<file path="src/rtl/fir_seq_pkg.sv">
// Shared types and constants for the FIR MAC sequencer.
package fir_seq_pkg;

  typedef enum logic [1:0] {IDLE, RUN, DRAIN, HOLD} state_t;

  // Slice opmodes: X=M/Z=0 starts a sum, X=M/Z=P accumulates, 0 parks the slice.
  localparam logic [7:0] OPM_FIRST = 8'h01;
  localparam logic [7:0] OPM_ACC   = 8'h09;
  localparam logic [7:0] OPM_IDLE  = 8'h00;

  // Index width for n entries; never returns less than 1.
  function automatic int clog2(input int n);
    int r;
    int v;
    r = 0;
    v = n - 1;
    while (v > 0) begin
      r++;
      v = v >> 1;
    end
    if (r == 0) r = 1;
    return r;
  endfunction

endpackage

</file>
<file path="src/rtl/tap_shift_reg.sv">
// Sample delay line: entry 0 is the newest sample, older samples move toward
// NTAPS-1 on each enabled shift. One random-access read port.
module tap_shift_reg import fir_seq_pkg::*; #(
  parameter int NTAPS = 8,
  parameter int DW    = 18
) (
  input  logic                      clk,
  input  logic                      i_clr,
  input  logic                      i_en,
  input  logic [DW-1:0]             i_data,
  input  logic [clog2(NTAPS)-1:0]   i_rd_idx,
  output logic [DW-1:0]             o_rd_data
);

  logic [NTAPS-1:0][DW-1:0] r_taps;

  // Shift the new sample in at entry 0; synchronous clear wins.
  always_ff @(posedge clk) begin
    if (i_clr)     r_taps <= '0;
    else if (i_en) r_taps <= {r_taps[NTAPS-2:0], i_data};
  end

  assign o_rd_data = r_taps[i_rd_idx];

endmodule

</file>
<file path="src/rtl/fir_mac_sequencer.sv">
// Time-multiplexes one DSP48A1-style slice as an NTAPS-tap FIR engine.
// Optional build macro FIR_SAT_EN: clamp the result to signed SAT_W bits
// and add the sat_flag output.
module fir_mac_sequencer import fir_seq_pkg::*; #(
  parameter int NTAPS   = 8,
  parameter int DW      = 18,
  parameter int PW      = 48,
  parameter int LAT     = 3,
  parameter int OPM_DLY = 1,
  parameter int SAT_W   = 32
) (
  input  logic                    clk,
  input  logic                    rst,
  input  logic                    s_valid,
  output logic                    s_ready,
  input  logic [DW-1:0]           s_data,
  input  logic                    coef_we,
  input  logic [clog2(NTAPS)-1:0] coef_addr,
  input  logic [DW-1:0]           coef_data,
  output logic [DW-1:0]           dsp_a,
  output logic [DW-1:0]           dsp_b,
  output logic [7:0]              dsp_opmode,
  output logic                    dsp_ce,
  input  logic [PW-1:0]           dsp_p,
  output logic                    m_valid,
  input  logic                    m_ready,
  output logic [PW-1:0]           m_data,
`ifdef FIR_SAT_EN
  output logic                    sat_flag,
`endif
  output logic                    busy
);

  localparam int AW  = clog2(NTAPS);
  localparam int DCW = clog2(LAT + 1);

  // Elaboration-time parameter sanity.
  if (NTAPS < 2 || LAT < 1 || OPM_DLY < 0 || SAT_W < 2 || SAT_W > PW) begin : g_bad_param
    $error("fir_mac_sequencer: illegal parameter set");
  end

  state_t                   r_state, w_next;
  logic [AW-1:0]            r_k, w_nxt_idx;
  logic [DCW-1:0]           r_dcnt;
  logic [NTAPS-1:0][DW-1:0] r_coef;
  logic [DW-1:0]            r_dsp_a, r_dsp_b, w_a_nxt, w_b_nxt, w_tap_rd;
  logic [OPM_DLY:0][7:0]    r_opm_pipe;
  logic [7:0]               w_opm_nxt;
  logic                     r_ce;
  logic [PW-1:0]            r_m_data, w_cap;
  logic                     w_accept, w_last_tap, w_last_drain, w_coef_wr;

  assign w_accept     = (r_state == IDLE) && s_valid;
  assign w_last_tap   = (r_k == AW'(NTAPS - 1));
  assign w_last_drain = (r_dcnt == DCW'(LAT - 1));
  assign w_coef_wr    = coef_we && (r_state == IDLE || r_state == HOLD);
  assign w_nxt_idx    = r_k + 1'b1;

  tap_shift_reg #(.NTAPS(NTAPS), .DW(DW)) u_taps (
    .clk       (clk),
    .i_clr     (rst),
    .i_en      (w_accept),
    .i_data    (s_data),
    .i_rd_idx  (w_nxt_idx),
    .o_rd_data (w_tap_rd)
  );

`ifdef FIR_SAT_EN
  localparam logic signed [PW-1:0] SAT_MAX = {{(PW-SAT_W+1){1'b0}}, {(SAT_W-1){1'b1}}};
  localparam logic signed [PW-1:0] SAT_MIN = ~SAT_MAX;
  logic signed [PW-1:0] w_p_s;
  logic                 w_hi, w_lo, r_sat;
  assign w_p_s    = dsp_p;
  assign w_hi     = w_p_s > SAT_MAX;
  assign w_lo     = w_p_s < SAT_MIN;
  assign w_cap    = w_hi ? SAT_MAX : (w_lo ? SAT_MIN : dsp_p);
  assign sat_flag = r_sat;

  // Saturation flag travels with the captured result.
  always_ff @(posedge clk) begin
    if (rst)                                r_sat <= 1'b0;
    else if (r_state == DRAIN && w_last_drain) r_sat <= w_hi | w_lo;
  end
`else
  assign w_cap = dsp_p;
`endif

  // State register.
  always_ff @(posedge clk) begin
    if (rst) r_state <= IDLE;
    else     r_state <= w_next;
  end

  // Next-state logic.
  always_comb begin
    w_next = r_state;
    case (r_state)
      IDLE:  if (s_valid)      w_next = RUN;
      RUN:   if (w_last_tap)   w_next = DRAIN;
      DRAIN: if (w_last_drain) w_next = HOLD;
      HOLD:  if (m_ready)      w_next = IDLE;
      default:                 w_next = IDLE;
    endcase
  end

  // Operands are registered, so load the tap that will be presented next
  // cycle. On accept, tap 0 is the incoming sample and coef 0 is bypassed
  // from a same-cycle write.
  always_comb begin
    w_a_nxt   = '0;
    w_b_nxt   = '0;
    w_opm_nxt = OPM_IDLE;
    if (w_accept) begin
      w_a_nxt   = (coef_we && coef_addr == '0) ? coef_data : r_coef[0];
      w_b_nxt   = s_data;
      w_opm_nxt = OPM_FIRST;
    end else if (r_state == RUN && !w_last_tap) begin
      w_a_nxt   = r_coef[w_nxt_idx];
      w_b_nxt   = w_tap_rd;
      w_opm_nxt = OPM_ACC;
    end
  end

  // Datapath: operand/opmode registers, coefficient file, counters, result.
  always_ff @(posedge clk) begin
    if (rst) begin
      r_dsp_a    <= '0;
      r_dsp_b    <= '0;
      r_opm_pipe <= '0;
      r_ce       <= 1'b0;
      r_coef     <= '0;
      r_k        <= '0;
      r_dcnt     <= '0;
      r_m_data   <= '0;
    end else begin
      r_dsp_a       <= w_a_nxt;
      r_dsp_b       <= w_b_nxt;
      r_ce          <= (w_next == RUN) || (w_next == DRAIN);
      r_opm_pipe[0] <= w_opm_nxt;
      for (int i = 1; i <= OPM_DLY; i++) r_opm_pipe[i] <= r_opm_pipe[i-1];
      if (w_coef_wr) r_coef[coef_addr] <= coef_data;
      if (w_accept)                         r_k <= '0;
      else if (r_state == RUN && !w_last_tap) r_k <= w_nxt_idx;
      r_dcnt <= (r_state == DRAIN) ? r_dcnt + 1'b1 : '0;
      if (r_state == DRAIN && w_last_drain) r_m_data <= w_cap;
    end
  end

  assign dsp_a      = r_dsp_a;
  assign dsp_b      = r_dsp_b;
  assign dsp_opmode = r_opm_pipe[OPM_DLY];
  assign dsp_ce     = r_ce;
  assign m_data     = r_m_data;
  assign m_valid    = (r_state == HOLD);
  assign s_ready    = (r_state == IDLE);
  assign busy       = (r_state != IDLE);

endmodule

</file>
<file path="config.mk">
export PLATFORM = sky130hd
export DESIGN_NAME = fir_mac_sequencer
export DESIGN_NICKNAME = d
export VERILOG_FILES = /design/src/rtl/fir_seq_pkg.sv /design/src/rtl/tap_shift_reg.sv /design/src/rtl/fir_mac_sequencer.sv
export SDC_FILE = /design/constraint.sdc
export NUM_CORES = 1
export LEC_CHECK = 0
export CORE_ASPECT_RATIO = 1.2
export CORE_UTILIZATION = 45
export CTS_BUF_LIST = sky130_fd_sc_hd__clkbuf_16
export CTS_CLUSTER_DIAMETER = 40
export DETAILED_ROUTE_END_ITERATION = 6
export MAX_ROUTING_LAYER = met4
export PLACE_DENSITY = 0.78
export SYNTH_ARGS = -nofsm -noshare
export SYNTH_HDL_FRONTEND = slang
export SYNTH_SLANG_ARGS = --single-unit
</file>
<file path="constraint.sdc">
create_clock -name clk -period 3.4 [get_ports clk]
set_input_delay 0.68 -clock clk [delete_from_list [all_inputs] [get_ports clk]]
set_output_delay 0.68 -clock clk [all_outputs]
set_load 0.005 [all_outputs]
</file>
==> impl_metrics.yaml <==
yosys:
  seq_area_frac_synth_pct: 48.83
  synthCells: 1885
  yosys_warnings: 0
  syn_area_um2: 15740
  yosys_register_bits: 384
  syn_area_per_cell_um2: 8.352
  synthDistinctLibCells: 39
sta:
  hold_viol: 0
  timing.fmax_ghz: 0.3711
  post-route-period-util_pct: 79.26
  slew_headroom_pct: 29.82
  setup_viol: 0
  clock_skew_ps: 25.02
  period_needed_ps: 2695
  finalSetupTns_ps: 0
  rsz0062_at_grt: "false"
  drv_slew: 0
  worstMarginPinSlew_ps: 1053
  hold_ws_ps: 425.0
global_route:
  grt_pass1_vias: 12823
  grt_max_degree: 192
  grt-ovfl-total: 0
  grt_usage_pct: 22.05
  antenna_found_initial: 0
  grt_pass1_wl_um: 63180
clock_network:
  cts_buffer_depth: 3
  cts_num_sinks: 384
  cts_setup_buffers: 0
  post_cts_resized: 0
  cts-root-buf: "clkbuf_16"
  htree_levels: 2
  postCtsHoldBufs: 0
  cts_tree: "yes"
  path_clk_slew_ps: 60
  insertion_delay_ps: 570
  cts_buffers: 42
critical_path:
  cp.arrival_ps: 3170
  critPathLaunchType: "register"
  critPathRequiredTime_ps: 3880
  path_max_fanout: 58
  criticalPathCategory: "register to register"
  endpoint_kind: "register"
placement:
  dp_hpwl_um: 23860
  portBuffers: 181
  place.gp.congestion: 0.8017
route:
  first_pass_iters: 5
  vias: 13253
  initialDrtViolationCount: 1388
  via_per_inst: 5.392
  ant_nets: 0
  wl_per_cell_um: 16.11
  route.detailed.drc: 0
  totalWireLength_um: 39590
floorplanning:
  row_count: 74
  die_x_um: 172.8
  core_area_um2: 34260
  dieArea_um2: 35740
  io-pin-count: 188
  start_util_pct: 45.96
  die_y_um: 206.9
outcome:
  status: "finished, final reports clean"
pwr:
  power.density_nw_per_um2: 532.9
  ir_drop_mv: 0.3693
  leakage_uw: 0.006145
  power.total_uw: 10140
finish:
  antenna_cells: 0
  drive_above_1_share_pct: 6.943
  nFillCells: 3018
  fin_nets: 2071
  area_growth_pct: 20.90
run:
  max-cap-violations: 0
min_path:
  hp-class: "register to register"
==> cell usage in the layout (no fill, tap or decap), types with 5 or more instances in the layout <==
master	Yosys	routed
o21ai_0	30	30
nor2b_1	7	7
mux2i_1	110	110
clkinvlp_4	0	6
ha_1	8	6
conb_1	1	6
dfxtp_1	384	383
buf_4	18	19
clkinv_1	0	6
clkdlybuf4s50_1	0	180
mux4_2	36	36
nand2_1	694	693
a21oi_1	338	338
nor2_1	5	5
bufinv_16	0	6
a22oi_1	37	37
clkbuf_16	0	42
o21ai_1	6	6
nand3_1	19	19
inv_1	4	11
==> critical path: stages (launching register included) <==
cell	delay [ps]
dfxtp_4	350
buf_4	550
buf_4	900
mux2i_1	220
a22oi_1	300
nand3_1	120
o21ai_1	100
==> synth_stat cells <==
cell type	number	share of area, %
nor2_2	3	0.12
buf_2	55	1.7
clkinv_4	1	0.056
o21bai_1	1	0.048
or2_2	1	0.040
nand2b_1	4	0.16
nand3b_1	4	0.19
dfxtp_1	384	49
buf_4	18	0.86
o21ai_1	6	0.19
nor3_1	4	0.13
nor4b_1	1	0.056
clkbuf_1	86	2.1
conb_1	1	0.024
buf_6	3	0.21
nor3b_4	3	0.36
nor2_1	5	0.12
nor2b_1	7	0.28
o21ai_0	30	0.95
nand2_1	694	17
buf_1	4	0.095
nor3_2	1	0.064
mux2i_1	110	7.0
a32oi_1	1	0.056
and2_1	4	0.16
or3_1	2	0.079
inv_1	4	0.095
nand3_1	19	0.60
mux4_2	36	5.1
ha_1	8	0.64
nand3b_4	1	0.13
a22oi_1	37	1.8
xnor2_1	2	0.11
or3b_1	2	0.11
a21bo_2	1	0.064
clkbuf_2	1	0.032
a21oi_1	338	11
and3b_1	2	0.11
and3_1	1	0.040
==> path summary, 6_finish.rpt <==
path	to	cells after the start	startpoint	slack, ps
min reg2reg	r_dcnt[0]	1	r_dcnt[0]	430
max	dsp_a[15]	6	r_k[0]	710
min	r_dcnt[0]	1	r_dcnt[0]	430
max reg2reg	dsp_a[15]	6	r_k[0]	710
==> where the power goes <==
group	leakage, uW	switching [uW]	internal, uW
logic	0.00234	501	344
registers	0.00310	50.3	4590
clock network	0.000699	1920	2750
==> cell families (layout without fill, tap and decap cells) <==
kind of cell / after synthesis / after routing / synth area share (%)
AO/OA/AOI/OAI: 414 / 414 / 13.82
buffers and inverters: 172 / 284 / 5.150
flip-flops: 384 / 384 / 48.83
AND/OR/NAND/NOR: 758 / 758 / 19.29
XOR/XNOR: 2 / 2 / 0.1113
other: 1 / 6 / 0.02382
multiplexers: 146 / 146 / 12.14
adder cells (fa/ha/maj): 8 / 8 / 0.6358
==> flip-flops by register name, summed over array words and instances (netlist names) <==
name / count
dsp_ce: 1
dsp_opmode: 2
dsp_b: 18
r_state: 2
u_taps.r_taps: 144
r_dcnt: 2
m_data: 48
r_opm_pipe: 2
r_coef: 144
r_k: 3
dsp_a: 18
==> routing by layer <==
metal	wire (um)	part of all wire [%]	vias to the layer above	global-route usage, %
met5	0	0	-	-
met1	16610	42	6308	26.22
met4	1000	2.5	0	7.301
met2	19620	50	427	38.06
met3	2355	5.9	80	3.663
li1	-	-	6438	-
==> final cells by class <==
type	count	area [um^2]	share of cell area, %
Clock buffer	42	1051	5.522
Clock inverter	33	372.9	1.959
Inverter	5	23.77	0.1249
Multi-Input combinational cell	1334	7286	38.28
Sequential cell	384	7691	40.41
Tap cell	456	570.5	2.997
Timing Repair Buffer	204	2039	10.71
==> per-stage QoR <==
stage | worst slack, ps | area (um^2) | utilization, % | cells
2_1_floorplan | 1502 | 15760 | - | 1890
6_report | 705.3 | 19030 | 55.56 | 2458
4_1_cts | 729.3 | 19030 | 55.56 | 2458
5_1_grt | 594.3 | 19030 | 55.56 | 2458
3_3_place_gp | 515.3 | 17610 | 51.41 | 2383
3_5_place_dp | 407.1 | 17610 | 51.41 | 2383
No activity file was read; power rests on OpenSTA's default activity.
